--- src/rtl/cont4bits_pkg.sv ---
// Shared definitions for the 4-bit counter, its stimulus generator and its
// on-line monitor.
package cont4bits_pkg;

    localparam int WIDTH = 4;
    localparam int MAX_Q = (1 << WIDTH) - 1;

    typedef enum logic {
        ST_SYNC  = 1'b0,
        ST_TRACK = 1'b1
    } state_e;

endpackage : cont4bits_pkg

--- src/rtl/cont4bits_monitor_if.sv ---
// Observation bus between a 4-bit up-counter and its monitor. The master side
// drives the counter signals; the slave side (the monitor) reports status.
interface cont4bits_monitor_if #(
    parameter int WIDTH  = cont4bits_pkg::WIDTH,
    parameter int ERR_W  = 8,
    parameter int WRAP_W = 8
);

    logic              enable;
    logic [WIDTH-1:0]  Q;
    logic              TC;
    logic              locked;
    logic              err_pulse;
    logic              err_sticky;
    logic [ERR_W-1:0]  err_count;
    logic [WRAP_W-1:0] wrap_count;

    modport master (
        output enable, Q, TC,
        input  locked, err_pulse, err_sticky, err_count, wrap_count
    );

    modport slave (
        input  enable, Q, TC,
        output locked, err_pulse, err_sticky, err_count, wrap_count
    );

endinterface : cont4bits_monitor_if

--- src/rtl/cont_sat_counter.sv ---
// Up-counter that stops at all-ones instead of rolling over.
module cont_sat_counter #(
    parameter int W = 8
) (
    input  logic         clk,
    input  logic         reset,
    input  logic         inc_i,
    output logic [W-1:0] count_o
);

    logic [W-1:0] count_q, count_d;

    // NOTE: always_comb assigns every output a default first, so no path leaves
    // count_d unassigned and no latch is inferred.
    always_comb begin
        count_d = count_q;
        if (inc_i && (count_q != '1)) begin
            count_d = count_q + W'(1);
        end
    end

    // NOTE: sequential state uses non-blocking assignments only, so every
    // flop samples the pre-edge values regardless of statement order.
    always_ff @(posedge clk or posedge reset) begin
        if (reset) begin
            count_q <= '0;
        end else begin
            count_q <= count_d;
        end
    end

    assign count_o = count_q;

endmodule : cont_sat_counter

--- src/rtl/cont4bits_monitor.sv ---
// On-line checker for a WIDTH-bit up-counter: rebuilds the expected count,
// flags Q/TC violations, and counts errors and valid wrap-arounds.
module cont4bits_monitor #(
    parameter int WIDTH  = cont4bits_pkg::WIDTH,
    parameter int ERR_W  = 8,
    parameter int WRAP_W = 8
) (
    input  logic                clk,
    input  logic                reset,
    cont4bits_monitor_if.slave  mon
);

    import cont4bits_pkg::*;

    localparam logic [WIDTH-1:0] MAX_VAL = '1;

    state_e           state_q;
    logic [WIDTH-1:0] exp_q, exp_d;
    logic [WIDTH-1:0] q_prev_q;
    logic             en_prev_q;
    logic             locked_q;
    logic             err_pulse_q;
    logic             err_sticky_q;

    logic             q_bad;
    logic             tc_bad;
    logic             mismatch;
    logic             wrap_hit;
    logic [WIDTH-1:0] en_step;

    always_comb begin
        en_step  = WIDTH'(mon.enable);
        tc_bad   = mon.TC != ((mon.Q == MAX_VAL) && mon.enable);
        // Before lock the only legal value is the counter's reset value.
        q_bad    = (state_q == ST_SYNC) ? (mon.Q != '0) : (mon.Q != exp_q);
        mismatch = q_bad | tc_bad;
        // Resynchronising to the observed Q keeps one fault to one error.
        if ((state_q == ST_SYNC) || mismatch) begin
            exp_d = mon.Q + en_step;
        end else begin
            exp_d = exp_q + en_step;
        end
        wrap_hit = en_prev_q && (mon.Q == '0) && (q_prev_q == MAX_VAL) && !q_bad;
    end

    always_ff @(posedge clk or posedge reset) begin
        if (reset) begin
            state_q      <= ST_SYNC;
            exp_q        <= '0;
            q_prev_q     <= '0;
            en_prev_q    <= 1'b0;
            locked_q     <= 1'b0;
            err_pulse_q  <= 1'b0;
            err_sticky_q <= 1'b0;
        end else begin
            case (state_q)
                ST_SYNC: begin
                    state_q  <= ST_TRACK;
                    locked_q <= 1'b1;
                end
                ST_TRACK: begin
                    state_q  <= ST_TRACK;
                    locked_q <= 1'b1;
                end
                default: begin
                    state_q  <= ST_SYNC;
                    locked_q <= 1'b0;
                end
            endcase
            exp_q       <= exp_d;
            q_prev_q    <= mon.Q;
            en_prev_q   <= mon.enable;
            err_pulse_q <= mismatch;
            if (mismatch) begin
                err_sticky_q <= 1'b1;
            end
        end
    end

    cont_sat_counter #(.W(ERR_W)) u_err_cnt (
        .clk     (clk),
        .reset   (reset),
        .inc_i   (mismatch),
        .count_o (mon.err_count)
    );

    cont_sat_counter #(.W(WRAP_W)) u_wrap_cnt (
        .clk     (clk),
        .reset   (reset),
        .inc_i   (wrap_hit),
        .count_o (mon.wrap_count)
    );

    assign mon.locked     = locked_q;
    assign mon.err_pulse  = err_pulse_q;
    assign mon.err_sticky = err_sticky_q;

endmodule : cont4bits_monitor

--- src/flat_wrapper.sv ---
// flat-port wrapper written by rule: the top's interface ports become plain ports
module cont4bits_monitor_flat import cont4bits_pkg::*;
#(
    parameter int WIDTH  = cont4bits_pkg::WIDTH,
    parameter int ERR_W  = 8,
    parameter int WRAP_W = 8
)
  (clk, reset, mon_enable, mon_Q, mon_TC, mon_locked, mon_err_pulse, mon_err_sticky, mon_err_count, mon_wrap_count);
  cont4bits_monitor_if #(.WIDTH(WIDTH), .ERR_W(ERR_W), .WRAP_W(WRAP_W)) mon_i ();
  input  logic clk;
  input  logic reset;
  input wire logic [$bits(mon_i.enable)-1:0] mon_enable;
  input wire logic [$bits(mon_i.Q)-1:0] mon_Q;
  input wire logic [$bits(mon_i.TC)-1:0] mon_TC;
  output wire logic [$bits(mon_i.locked)-1:0] mon_locked;
  output wire logic [$bits(mon_i.err_pulse)-1:0] mon_err_pulse;
  output wire logic [$bits(mon_i.err_sticky)-1:0] mon_err_sticky;
  output wire logic [$bits(mon_i.err_count)-1:0] mon_err_count;
  output wire logic [$bits(mon_i.wrap_count)-1:0] mon_wrap_count;
  assign mon_i.enable = mon_enable;
  assign mon_i.Q = mon_Q;
  assign mon_i.TC = mon_TC;
  assign mon_locked = mon_i.locked;
  assign mon_err_pulse = mon_i.err_pulse;
  assign mon_err_sticky = mon_i.err_sticky;
  assign mon_err_count = mon_i.err_count;
  assign mon_wrap_count = mon_i.wrap_count;
  cont4bits_monitor #(.WIDTH(WIDTH), .ERR_W(ERR_W), .WRAP_W(WRAP_W)) u_core (.clk(clk), .reset(reset), .mon(mon_i));
endmodule
--- config.mk ---
export PLATFORM = sky130hd
export DESIGN_NAME = cont4bits_monitor_flat
export DESIGN_NICKNAME = d
export VERILOG_FILES = /design/src/rtl/cont4bits_pkg.sv /design/src/rtl/cont4bits_monitor_if.sv /design/src/rtl/cont_sat_counter.sv /design/src/rtl/cont4bits_monitor.sv /design/src/flat_wrapper.sv
export SDC_FILE = /design/constraint.sdc
export NUM_CORES = 1
export LEC_CHECK = 0
export ABC_AREA = 1
export BUFFER_PORTS_ARGS = -buffer_cell sky130_fd_sc_hd__buf_2
export CAP_MARGIN = 20
export CORE_ASPECT_RATIO = 0.8
export CORE_MARGIN = 4
export CORE_UTILIZATION = 49
export CTS_CLUSTER_DIAMETER = 80
export DETAILED_ROUTE_END_ITERATION = 7
export GPL_ROUTABILITY_DRIVEN = 0
export HOLD_SLACK_MARGIN = 0.03
export PLACE_DENSITY = 0.75
export SYNTH_ARGS = -nofsm -noshare
export SYNTH_HDL_FRONTEND = slang
export SYNTH_SLANG_ARGS = --single-unit
--- constraint.sdc ---
create_clock -name clk -period 1.3 [get_ports clk]
set_input_delay 0.13 -clock clk [delete_from_list [all_inputs] [get_ports clk]]
set_output_delay 0.13 -clock clk [all_outputs]
set_load 0.05 [all_outputs]
# After elaboration in Yosys (flattened, before gate mapping)
# Cells that the tools add are included.
dict set report word_totals {
  regBits 28
  latch_bits 0
  ram_bits 0
  romBits 0
  in_bits 8
  out_inout_bits 19
  n_memories 0
}
dict set report classes {
  addsub 4
  n_mul 0
  div_mod_pow 0
  order_cmp 0
  eq_ne 6
  shift 0
  muxes 2
  n_bitwise 2
  reduce_logical 10
}
# cell count
set op_table {}
lappend op_table {{8-bit by 1-bit adder with 8-bit output (second input constant)} 2}
lappend op_table {{8-bit inequality test (second input constant)} 2}
lappend op_table {{4-bit by 1-bit adder with 4-bit output} 2}
lappend op_table {{4-bit equality test (second input constant)} 2}
lappend op_table {{1-bit logical AND} 6}
lappend op_table {{4-bit zero test} 1}
lappend op_table {{4-bit 2-to-1 mux} 1}
lappend op_table {{4-bit inequality test} 1}
lappend op_table {{4-bit nonzero test} 1}
lappend op_table {{1-bit zero test} 1}
lappend op_table {{1-bit logical OR} 1}
lappend op_table {{1-bit 2-to-1 mux} 1}
lappend op_table {{1-bit inequality test} 1}
lappend op_table {{1-bit NOT} 1}
lappend op_table {{1-bit OR} 1}

# Longest topological paths before layout
# Gate-level depths: netlist (run 1).
dict set report depth {
  word_depth 6
  ltp_mapped 11
  ltp_nobuf 10
}

# By module
# Synthesis (run 1) repeated with hierarchy kept, for this count alone.
dict set report unflattened {
  cells_unflattened 186
  hier_area_um2 1480.2
}
# mod instances cells_per_inst area_per_inst_um2 seq_area_each_um2
set by_module_without_submodules {}
lappend by_module_without_submodules {cont_sat_counter 2 63 473.0 200.2}
lappend by_module_without_submodules {cont4bits_monitor 1 60 534.3 300.3}

# Worst setup path after synthesis (run 1)
# No wires, ideal clock.
dict set report synth_path {
  path_kind {register to register}
  from {register u_core.u_err_cnt.count_q[0], in the netlist u_core.u_err_cnt.count_o[0]}
  to {register u_core.u_err_cnt.count_q[2], in the netlist u_core.u_err_cnt.count_o[2]}
  arrival_time_ns 1.715
  setup_slack_ns -0.481
  stages_incl_launch_ff 8
  path_buffers 0
  period_less_slack_ns 1.781
  cell_sequence {dfrtp_1 > ha_1 > nand4_1 > nor2_1 > nand2_1 > nand2_1 > nand2_1 > nand2_1}
}
dict set report synth_via {
  elab_chain_cells 2
  word_cells_on_any_way 3
}
# item line
set synth_lines {}
lappend synth_lines {{start, declared} cont_sat_counter.sv:11} ;# logic [W-1:0] count_q, count_d;
lappend synth_lines {{start signal, assigned} cont_sat_counter.sv:28} ;# count_q <= count_d;
lappend synth_lines {{branches (longest 2 deep; another with 8-bit by 1-bit adder with 8-bit output)} -}
# Several ways; the timed one is not identified.
# A chain may end at the register's enable or synchronous reset.

# Worst setup path in the final report (run 1)
dict set report layout_path {
  from {register u_core.exp_q[1]}
  to {register u_core.u_wrap_cnt.count_q[3], in the netlist u_core.u_wrap_cnt.count_o[3]}
}
dict set report layout_via {
  elab_chain_cells 5
}
# item line
set layout_lines {}
lappend layout_lines {{start, declared} cont4bits_monitor.sv:18} ;# logic [WIDTH-1:0] exp_q, exp_d;
lappend layout_lines {{start signal, assigned} cont4bits_monitor.sv:70} ;# exp_q <= exp_d;
lappend layout_lines {{4-bit inequality test} cont4bits_monitor.sv:35} ;# q_bad = (state_q == ST_SYNC) ? (mon.Q != '0) : (mon.Q != exp_q);
lappend layout_lines {{1-bit 2-to-1 mux} cont4bits_monitor.sv:35}
lappend layout_lines {{1-bit zero test} cont4bits_monitor.sv:43} ;# wrap_hit = en_prev_q && (mon.Q == '0) && (q_prev_q == MAX_VAL) && !q_bad;
lappend layout_lines {{1-bit logical AND} cont4bits_monitor.sv:43}
lappend layout_lines {{1-bit logical AND} cont_sat_counter.sv:17} ;# if (inc_i && (count_q != '1)) begin
lappend layout_lines {{end signal, assigned} cont_sat_counter.sv:28}
lappend layout_lines {{end, declared} cont_sat_counter.sv:11}
# Every way passes these cells.

==> impl_summary.txt, run 1 <==
----------------------------------------------------
[Layout]
  Post-layout instance area ... 2080 sq um
  Final core area utilization ... 74.2%
  Antenna diodes ... 0
  Fillers ... 214
  Syn-to-layout area delta ... 42.9%
  Final Instance Count excl. Fillers ... 271
  Proportion of layout cells with a drive suffix above 1 ... 38.2%
  Total number of nets in the final design ... 246

[Die]
  Die height ... 56.8 microns
  Starting Density ... 52.0%
  Num rows ... 17
  Top-level port count ... 27
  Area enclosed by the die boundary ... 3920 sq um
  Area of the placeable core ... 2810 sq um
  Die boundary width ... 69.0 microns

[CTS]
  TritonCTS clock tree ... done
  Clock Latency Late Sink ... 0.28 ns
  Clock root buffer ... sky130_fd_sc_hd__clkbuf_8
  Maximum root-to-sink buffer count ... 2
  Number of clock buffers inserted by TritonCTS ... 3
  TritonCTS sink count ... 28
  CTS clock-pin slew for the worst setup and hold paths ... 0.10 ns
  Total number of H-tree levels ... 1

[Route]
  Detailed router's first-iteration violation count ... 88
  Drt wl/cell ... 12.1 microns
  Remaining antenna violation count ... 0
  Drc violations ... 0
  DR vias ... 1367
  Vias per cell ... 5.04
  1st-pass router iterations ... 4
  Aggregate routed wire length ... 3290 microns

[Power]
  Cell internal power dissipation ... 0.00192 W
  Power density over the cells ... 1530 nW/um^2
  LEAKAGE ... 1.07 nW
  Fraction of power consumed by sequential logic ... 36.3%
  Sw Ratio ... 39.9%
  Maximum ir drop on the vdd rail ... 1.57 mV
  Net load switching power ... 0.00127 W
  Gate power share ... 42.2%
  Clock share of power ... 21.4%

[Logic synthesis]
  Sequential share of the synthesized area ... 48.0%
  Area of the mapped netlist ... 1460 sq um
  Post-Synthesis Cells ... 180
  Number of storage elements in the synthesis netlist ... 28
  Total nets after synthesis ... 192
  Average footprint of a synthesized cell ... 8.10 sq um
  Warnings, synthesis ... 0
  Count of different cell masters after synthesis ... 18

[GRT]
  First-pass GRT wire length ... 5720 microns
  Antenna violations before repair ... 0
  Total global-route track usage ... 18.0%
  Congestion Overflow GR ... 0
  Maximum number of pins on one net before global-route repair ... 29
  Via count of the first global-routing pass ... 1298

[Worst setup path]
  Endpoint kind of the worst setup timing path ... register
  Worst reg2reg startpoint ... u_core.exp_q[1]$_DFF_PP0_
  Worst R2R End ... u_core.u_wrap_cnt.count_o[3]$_DFFE_PP0P_
  Slack of the worst reg-to-reg path ... -0.06 ns
  Data required time at the worst endpoint ... 1.47 ns
  Start point of the critical path ... u_core.exp_q[1]$_DFF_PP0_
  Worst setup path endpoint ... u_core.u_wrap_cnt.count_o[3]$_DFFE_PP0P_
  Worst reg-to-reg path cell count ... 10
  Kind of start point of the critical path ... register
  Worst endpoint data arrival time ... 1.53 ns
  Critical path type ... register to register
  Largest fanout on the critical path ... 6

[Placement]
  Placed Instance Area ... 1840 sq um
  Placed instance count ... 258
  Half-perimeter wire length after detailed placement ... 2300 microns
  Number of buffers inserted by port buffering ... 26
  Post-Place Setup Slack ... -0.0672 ns

[STA]
  Final critical path time including I/O delays and setup ... 1.36 ns
  Final setup violation count ... 17
  PnR worst setup slack ... -0.0567 ns
  Final period utilization ... 104%
  Unrepaired setup endpoints after global routing ... true
  Highest clock rate ... 737 MHz
  Final number of hold-violating endpoints ... 0
  Final clock skew ... 0.00739 ns
  Pins over their slew limit ... 0

[Hold path]
  Worst hold-check path type ... primary input to register
  Launch point of the worst hold path ... mon_Q[0]

[Status]
  Violated checks ... setup timing
  Status ... complete, but fails checks

[Flow run]
  Number of max-capacitance violations reported ... 0

----------------------------------------------------
synth_stat cells:
cell / n / area, sq um
sky130_fd_sc_hd__nand2_1: 60 / 225
sky130_fd_sc_hd__dfrtp_1: 28 / 701
sky130_fd_sc_hd__nand3_1: 21 / 105
sky130_fd_sc_hd__inv_1: 19 / 71.3
sky130_fd_sc_hd__nor2_1: 12 / 45.0
sky130_fd_sc_hd__nand4_1: 10 / 62.6
sky130_fd_sc_hd__xnor2_1: 7 / 61.3
sky130_fd_sc_hd__xor2_1: 6 / 52.6
sky130_fd_sc_hd__ha_1: 4 / 50.1
sky130_fd_sc_hd__clkbuf_1: 2 / 7.51
sky130_fd_sc_hd__nand2_2: 2 / 12.5
sky130_fd_sc_hd__nor3_1: 2 / 10.0
sky130_fd_sc_hd__or2_1: 2 / 12.5
sky130_fd_sc_hd__a21o_1: 1 / 7.51
sky130_fd_sc_hd__buf_4: 1 / 7.51
sky130_fd_sc_hd__buf_6: 1 / 11.3
sky130_fd_sc_hd__conb_1: 1 / 3.75
sky130_fd_sc_hd__nor3b_2: 1 / 12.5
layout by cell type, fill, tap and decap left out:
master,synthesis,layout
sky130_fd_sc_hd__conb_1,1,1
sky130_fd_sc_hd__dfrtp_1,28,14
sky130_fd_sc_hd__nand2_1,60,51
sky130_fd_sc_hd__xnor2_1,7,7
sky130_fd_sc_hd__buf_16,0,1
sky130_fd_sc_hd__nor2_2,0,2
sky130_fd_sc_hd__buf_2,0,26
sky130_fd_sc_hd__nand2_4,0,3
sky130_fd_sc_hd__ha_1,4,2
sky130_fd_sc_hd__a21o_1,1,1
sky130_fd_sc_hd__or2_1,2,2
sky130_fd_sc_hd__xor2_1,6,6
sky130_fd_sc_hd__dfrtp_2,0,14
sky130_fd_sc_hd__nand4_1,10,10
sky130_fd_sc_hd__buf_4,1,20
sky130_fd_sc_hd__nor3b_2,1,1
sky130_fd_sc_hd__clkbuf_8,0,3
sky130_fd_sc_hd__nand2_8,0,2
sky130_fd_sc_hd__bufinv_16,0,1
sky130_fd_sc_hd__ha_4,0,2
sky130_fd_sc_hd__nor2_1,12,10
sky130_fd_sc_hd__nor3_4,0,1
sky130_fd_sc_hd__dlygate4sd3_1,0,3
sky130_fd_sc_hd__inv_1,19,17
sky130_fd_sc_hd__nand3_1,21,19
sky130_fd_sc_hd__nor3_1,2,1
sky130_fd_sc_hd__buf_12,0,2
sky130_fd_sc_hd__inv_2,0,2
sky130_fd_sc_hd__nand2_2,2,7
sky130_fd_sc_hd__nand3_4,0,2
registers in the layout, summed over array words and instances (netlist names):
register	count
u_core.u_err_cnt.count_o	8
u_core.u_wrap_cnt.count_o	8
u_core.exp_q	4
u_core.q_prev_q	4
u_core.en_prev_q	1
u_core.mon.err_pulse	1
u_core.mon.err_sticky	1
u_core.state_q	1
per-stage QoR:
step	setup TNS, ns	power [W]	hold WS (ns)
final	-0.524	0.00319	0.0994
after global routing	-1.63	0.00339	0.0841
after CTS	-0.0225	0.00312	0.0915
after detailed placement	-0.410	0.00240	0.210
after global placement	-0.0108	0.00237	0.203
after floorplan	-1.80	0.00202	0.161
power by group through the flow:
stage	Combinational (W)	Clock [W]	Sequential [W]
final	0.00135	0.000684	0.00116
after global routing	0.00147	0.000738	0.00118
after CTS	0.00127	0.000696	0.00115
after detailed placement	0.00123	0	0.00117
after global placement	0.00121	0	0.00116
after floorplan	0.000419	0	0.00161
worst min path at each step:
stage | end | depth (start not counted) | slack (ns)
after detailed placement | u_core.mon.err_pulse$_DFF_PP0_ | 3 | 0.21
after floorplan | u_core.en_prev_q$_DFF_PP0_ | 0 | 0.16
after global placement | u_core.exp_q[0]$_DFF_PP0_ | 3 | 0.20
after CTS | u_core.q_prev_q[0]$_DFF_PP0_ | 2 | 0.09
final | u_core.q_prev_q[0]$_DFF_PP0_ | 2 | 0.1
after global routing | u_core.q_prev_q[0]$_DFF_PP0_ | 2 | 0.08
critical path, cell delays in order, from the launching register on:
cell and delay, ns:
sky130_fd_sc_hd__dfrtp_1 0.38, sky130_fd_sc_hd__inv_2 0.06, sky130_fd_sc_hd__nand2_2 0.07, sky130_fd_sc_hd__nand2_1 0.05, sky130_fd_sc_hd__nor2_1 0.08, sky130_fd_sc_hd__nand3_1 0.11
sky130_fd_sc_hd__nand2_4 0.16, sky130_fd_sc_hd__buf_12 0.13, sky130_fd_sc_hd__nand3_4 0.09, sky130_fd_sc_hd__nand2_1 0.09, sky130_fd_sc_hd__nand2_1 0.05
cell families after synthesis:
logic type	after synthesis	synth area share, %
AND/OR/NAND/NOR	110	33.3
flip-flops	28	48.0
buffers and inverters	23	6.69
XOR/XNOR	13	7.80
adder cells (fa/ha/maj)	4	3.43
AO/OA/AOI/OAI	1	0.515
other	1	0.257
final cells by class:
type	count	area (sq um)	share of cell area, %
multi-input combinational	130	798	38.3
sequential	28	718	34.5
timing repair buffer	52	378	18.1
inverter	19	71.3	3.42
tap	38	47.5	2.28
clock buffer	3	41.3	1.98
clock inverter	1	30.0	1.44
per-layer routing:
| layer | share of wire (%) | vias to the layer above | track usage (%) |
|---|---|---|---|
| met5 | 0 | - | 0 |
| met4 | 1.2 | 0 | 4.18 |
| met3 | 5.5 | 4 | 4.65 |
| met2 | 48 | 48 | 30.2 |
| met1 | 45 | 633 | 23.4 |
| li1 | - | 682 | - |
timing repair:
action,in CTS,in global routing
resized for setup,7,11
cloned,2,0
buffers inserted,1,3
endpoints found under the setup margin,14,17
pin swaps,2,11
endpoints found under the hold margin,30,0
hold buffers,3,0
(Power assumes the default switching activity.)
==> inputs of run 2 (changes only) <==
--- a/config.mk
+++ b/config.mk
@@ -7,7 +7,7 @@
 export LEC_CHECK = 0
 export ABC_AREA = 1
 export BUFFER_PORTS_ARGS = -buffer_cell sky130_fd_sc_hd__buf_2
-export CAP_MARGIN = 20
+export CAP_MARGIN = 30
 export CORE_ASPECT_RATIO = 0.8
 export CORE_MARGIN = 4
 export CORE_UTILIZATION = 49
@@ -16,6 +16,7 @@
 export GPL_ROUTABILITY_DRIVEN = 0
 export HOLD_SLACK_MARGIN = 0.03
 export PLACE_DENSITY = 0.75
+export REMOVE_ABC_BUFFERS = 1
 export SYNTH_ARGS = -nofsm -noshare
 export SYNTH_HDL_FRONTEND = slang
 export SYNTH_SLANG_ARGS = --single-unit
==> impl_summary.txt, run 2 (same netlist as run 1, synthesis figures left out) <==
----------------------------------------------------
[Die]
  Die boundary width ... 69.0 microns (unchanged)
  Die height ... 56.8 microns (unchanged)
  Starting Density ... 52.0% (unchanged)
  Area of the placeable core ... 2810 sq um (unchanged)
  Top-level port count ... 27 (unchanged)
  Area enclosed by the die boundary ... 3920 sq um (unchanged)
  Num rows ... 17 (unchanged)

[Flow run]
  Number of max-capacitance violations reported ... 0 (unchanged)

[Worst setup path]
  Critical path type ... register to register
  Worst R2R End ... u_core.u_wrap_cnt.count_o[0]$_DFFE_PP0P_
  Largest fanout on the critical path ... 5 (-1)
  Kind of start point of the critical path ... register
  Worst setup path endpoint ... u_core.u_wrap_cnt.count_o[0]$_DFFE_PP0P_
  Worst reg2reg startpoint ... u_core.exp_q[3]$_DFF_PP0_
  Slack of the worst reg-to-reg path ... -0.09 ns (-0.03 ns)
  Data required time at the worst endpoint ... 1.47 ns (about the same)
  Endpoint kind of the worst setup timing path ... register
  Worst reg-to-reg path cell count ... 10 (unchanged)
  Start point of the critical path ... u_core.exp_q[3]$_DFF_PP0_
  Worst endpoint data arrival time ... 1.56 ns (+0.03 ns)

[GRT]
  Antenna violations before repair ... 0 (unchanged)
  First-pass GRT wire length ... 6050 microns (+5.8%)
  Maximum number of pins on one net before global-route repair ... 29 (unchanged)
  Total global-route track usage ... 18.9% (+0.83 points)
  Via count of the first global-routing pass ... 1360 (+4.8%)
  Congestion Overflow GR ... 0 (unchanged)

[Route]
  Drt wl/cell ... 13.8 microns (+13%)
  Wire length on met3 ... 180 microns (-1.1%)
  Drc violations ... 0 (unchanged)
  Detailed router's first-iteration violation count ... 64 (-27%)
  Uppermost routed layer ... met4
  DR vias ... 1459 (+6.7%)
  Vias per cell ... 5.14 (+1.8%)
  Metal1 wirelength ... 1630 microns (+10%)
  Met2 layer wire length in the routed design ... 2030 microns (+28%)
  Remaining antenna violation count ... 0 (unchanged)
  Aggregate routed wire length ... 3910 microns (+19%)
  1st-pass router iterations ... 4 (unchanged)

[Power]
  LEAKAGE ... 1.14 nW (+7.4%)
  Maximum ir drop on the vdd rail ... 1.69 mV (+7.4%)
  Power density over the cells ... 1420 nW/um^2 (-7.5%)

[Layout]
  Post-layout instance area ... 2190 sq um (+4.9%)
  Syn-to-layout area delta ... 49.8%
  Fillers ... 191 (-11%)
  Total number of nets in the final design ... 259 (+5.3%)
  Most common cell after layout, fill and taps aside ... sky130_fd_sc_hd__nand2_1
  Highest-count cells in the layout ignoring fill and taps ... sky130_fd_sc_hd__nand2_1, sky130_fd_sc_hd__buf_4, sky130_fd_sc_hd__dfrtp_1
  Antenna diodes ... 0 (unchanged)
  Proportion of layout cells with a drive suffix above 1 ... 41.9% (+3.7 points)

[Status]
  Violated checks ... setup timing
  Status ... complete, but fails checks

[CTS]
  Clock Latency Late Sink ... 0.27 ns (about the same)
  Total number of H-tree levels ... 1 (unchanged)
  Clock root buffer ... sky130_fd_sc_hd__clkbuf_8
  Maximum root-to-sink buffer count ... 2 (unchanged)
  TritonCTS sink count ... 28 (unchanged)
  Number of clock buffers inserted by TritonCTS ... 3 (unchanged)
  CTS clock-pin slew for the worst setup and hold paths ... 0.09 ns (about the same)
  TritonCTS clock tree ... done

[STA]
  PnR worst setup slack ... -0.0867 ns (-0.0300 ns)
  Unrepaired setup endpoints after global routing ... true
  Final clock skew ... 0.00632 ns (-0.00106 ns)
  Total negative slack ... -0.476 ns (+0.0479 ns)
  Pins over their slew limit ... 0 (unchanged)
  Final period utilization ... 107% (+2.3 points)
  Final critical path time including I/O delays and setup ... 1.39 ns (+0.0300 ns)
  Highest clock rate ... 721 MHz (-2.2%)
  Final number of hold-violating endpoints ... 0 (unchanged)
  Final setup violation count ... 17 (unchanged)

[Hold path]
  Worst hold-check path type ... primary input to register

[Placement]
  Post-Place Setup Slack ... -0.161 ns (-0.0936 ns)
  Number of buffers inserted by port buffering ... 26 (unchanged)
  Half-perimeter wire length after detailed placement ... 2540 microns (+10%)
  Placed Instance Area ... 1810 sq um (-1.6%)

----------------------------------------------------
==> run 2: cell types whose count changed in the layout (fill, tap and decap cells not counted), moves of 3 or more <==
cell and change:
sky130_fd_sc_hd__nand2_2 +3, sky130_fd_sc_hd__nand2_1 -3, sky130_fd_sc_hd__nand3_1 -10, sky130_fd_sc_hd__dfrtp_2 -14, sky130_fd_sc_hd__nor2_4 +3, sky130_fd_sc_hd__dfrtp_1 +14, sky130_fd_sc_hd__nand3_2 +10, sky130_fd_sc_hd__buf_4 +10
sky130_fd_sc_hd__nor2_1 -3
==> run 2: how the worst min path moves through the flow <==
stage / start / to / slack, ns / cells after the start
floorplan: mon_enable / u_core.en_prev_q$_DFF_PP0_ / 0.16 / 0
global placement: reset / u_core.mon.err_sticky$_DFFE_PP0P_ / 0.20 / 3
detailed placement: reset / u_core.u_err_cnt.count_o[0]$_DFFE_PP0P_ / 0.21 / 3
CTS: mon_Q[0] / u_core.q_prev_q[0]$_DFF_PP0_ / 0.10 / 2
global route: mon_enable / u_core.exp_q[0]$_DFF_PP0_ / 0.11 / 2
finish: mon_enable / u_core.exp_q[0]$_DFF_PP0_ / 0.12 / 2
==> run 2: layout make-up <==
| cell class | count | area, sq um | area share [%] |
|---|---|---|---|
| clock buffers | 4 | 55.1 | 2.52 |
| well taps | 38 | 47.5 | 2.18 |
| multi-input cells | 129 | 848 | 38.8 |
| flip-flops and latches | 28 | 701 | 32.1 |
| inverters | 19 | 71.3 | 3.26 |
| repair buffers | 66 | 463 | 21.2 |
==> run 2: routing by layer <==
layer | GRT usage [%] | up-vias
met5 | 0 | -
met4 | 3.90 | 0
met3 | 4.47 | 10
met2 | 33.0 | 53
met1 | 23.7 | 695
li1 | - | 701
==> run 2: critical path, stage by stage, from the launching register on <==
cell                      delay [ns]
sky130_fd_sc_hd__dfrtp_1        0.38
sky130_fd_sc_hd__inv_1          0.05
sky130_fd_sc_hd__nand2_1        0.06
sky130_fd_sc_hd__nand2_1        0.07
sky130_fd_sc_hd__nor2_2         0.12
sky130_fd_sc_hd__nand3_2        0.10
sky130_fd_sc_hd__nand2_4        0.13
sky130_fd_sc_hd__buf_6          0.14
sky130_fd_sc_hd__nand3_1        0.08
sky130_fd_sc_hd__nand2_1        0.11
sky130_fd_sc_hd__inv_1          0.05
==> run 2: report_power, final <==
part	switching (W)	total (W)	leakage, nW	internal [W]
Clock	0.000258	0.000529	0.0288	0.000271
Combinational	0.000921	0.00146	0.776	0.000535
Sequential	0.000102	0.00111	0.340	0.00101
==> run 2: metrics by stage <==
stage	hold slack, ns	instances	util [%]	power (W)
4_1_cts	0.104	278	72.5	0.00299
6_report	0.118	284	77.9	0.00310
3_3_place_gp	0.203	267	64.6	0.00234
3_5_place_dp	0.206	267	64.6	0.00238
5_1_grt	0.109	284	77.9	0.00327
2_1_floorplan	0.161	176	-	0.00196
==> run 2: what timing repair did <==
item                                   in CTS  in global routing
hold buffers                                5                  0
setup endpoints to repair                  16                 18
endpoints found under the hold margin      32                  0
cloned                                      0                  1
setup buffers                               2                  5
gates resized for setup                    22                 31
pin swaps                                   8                 26
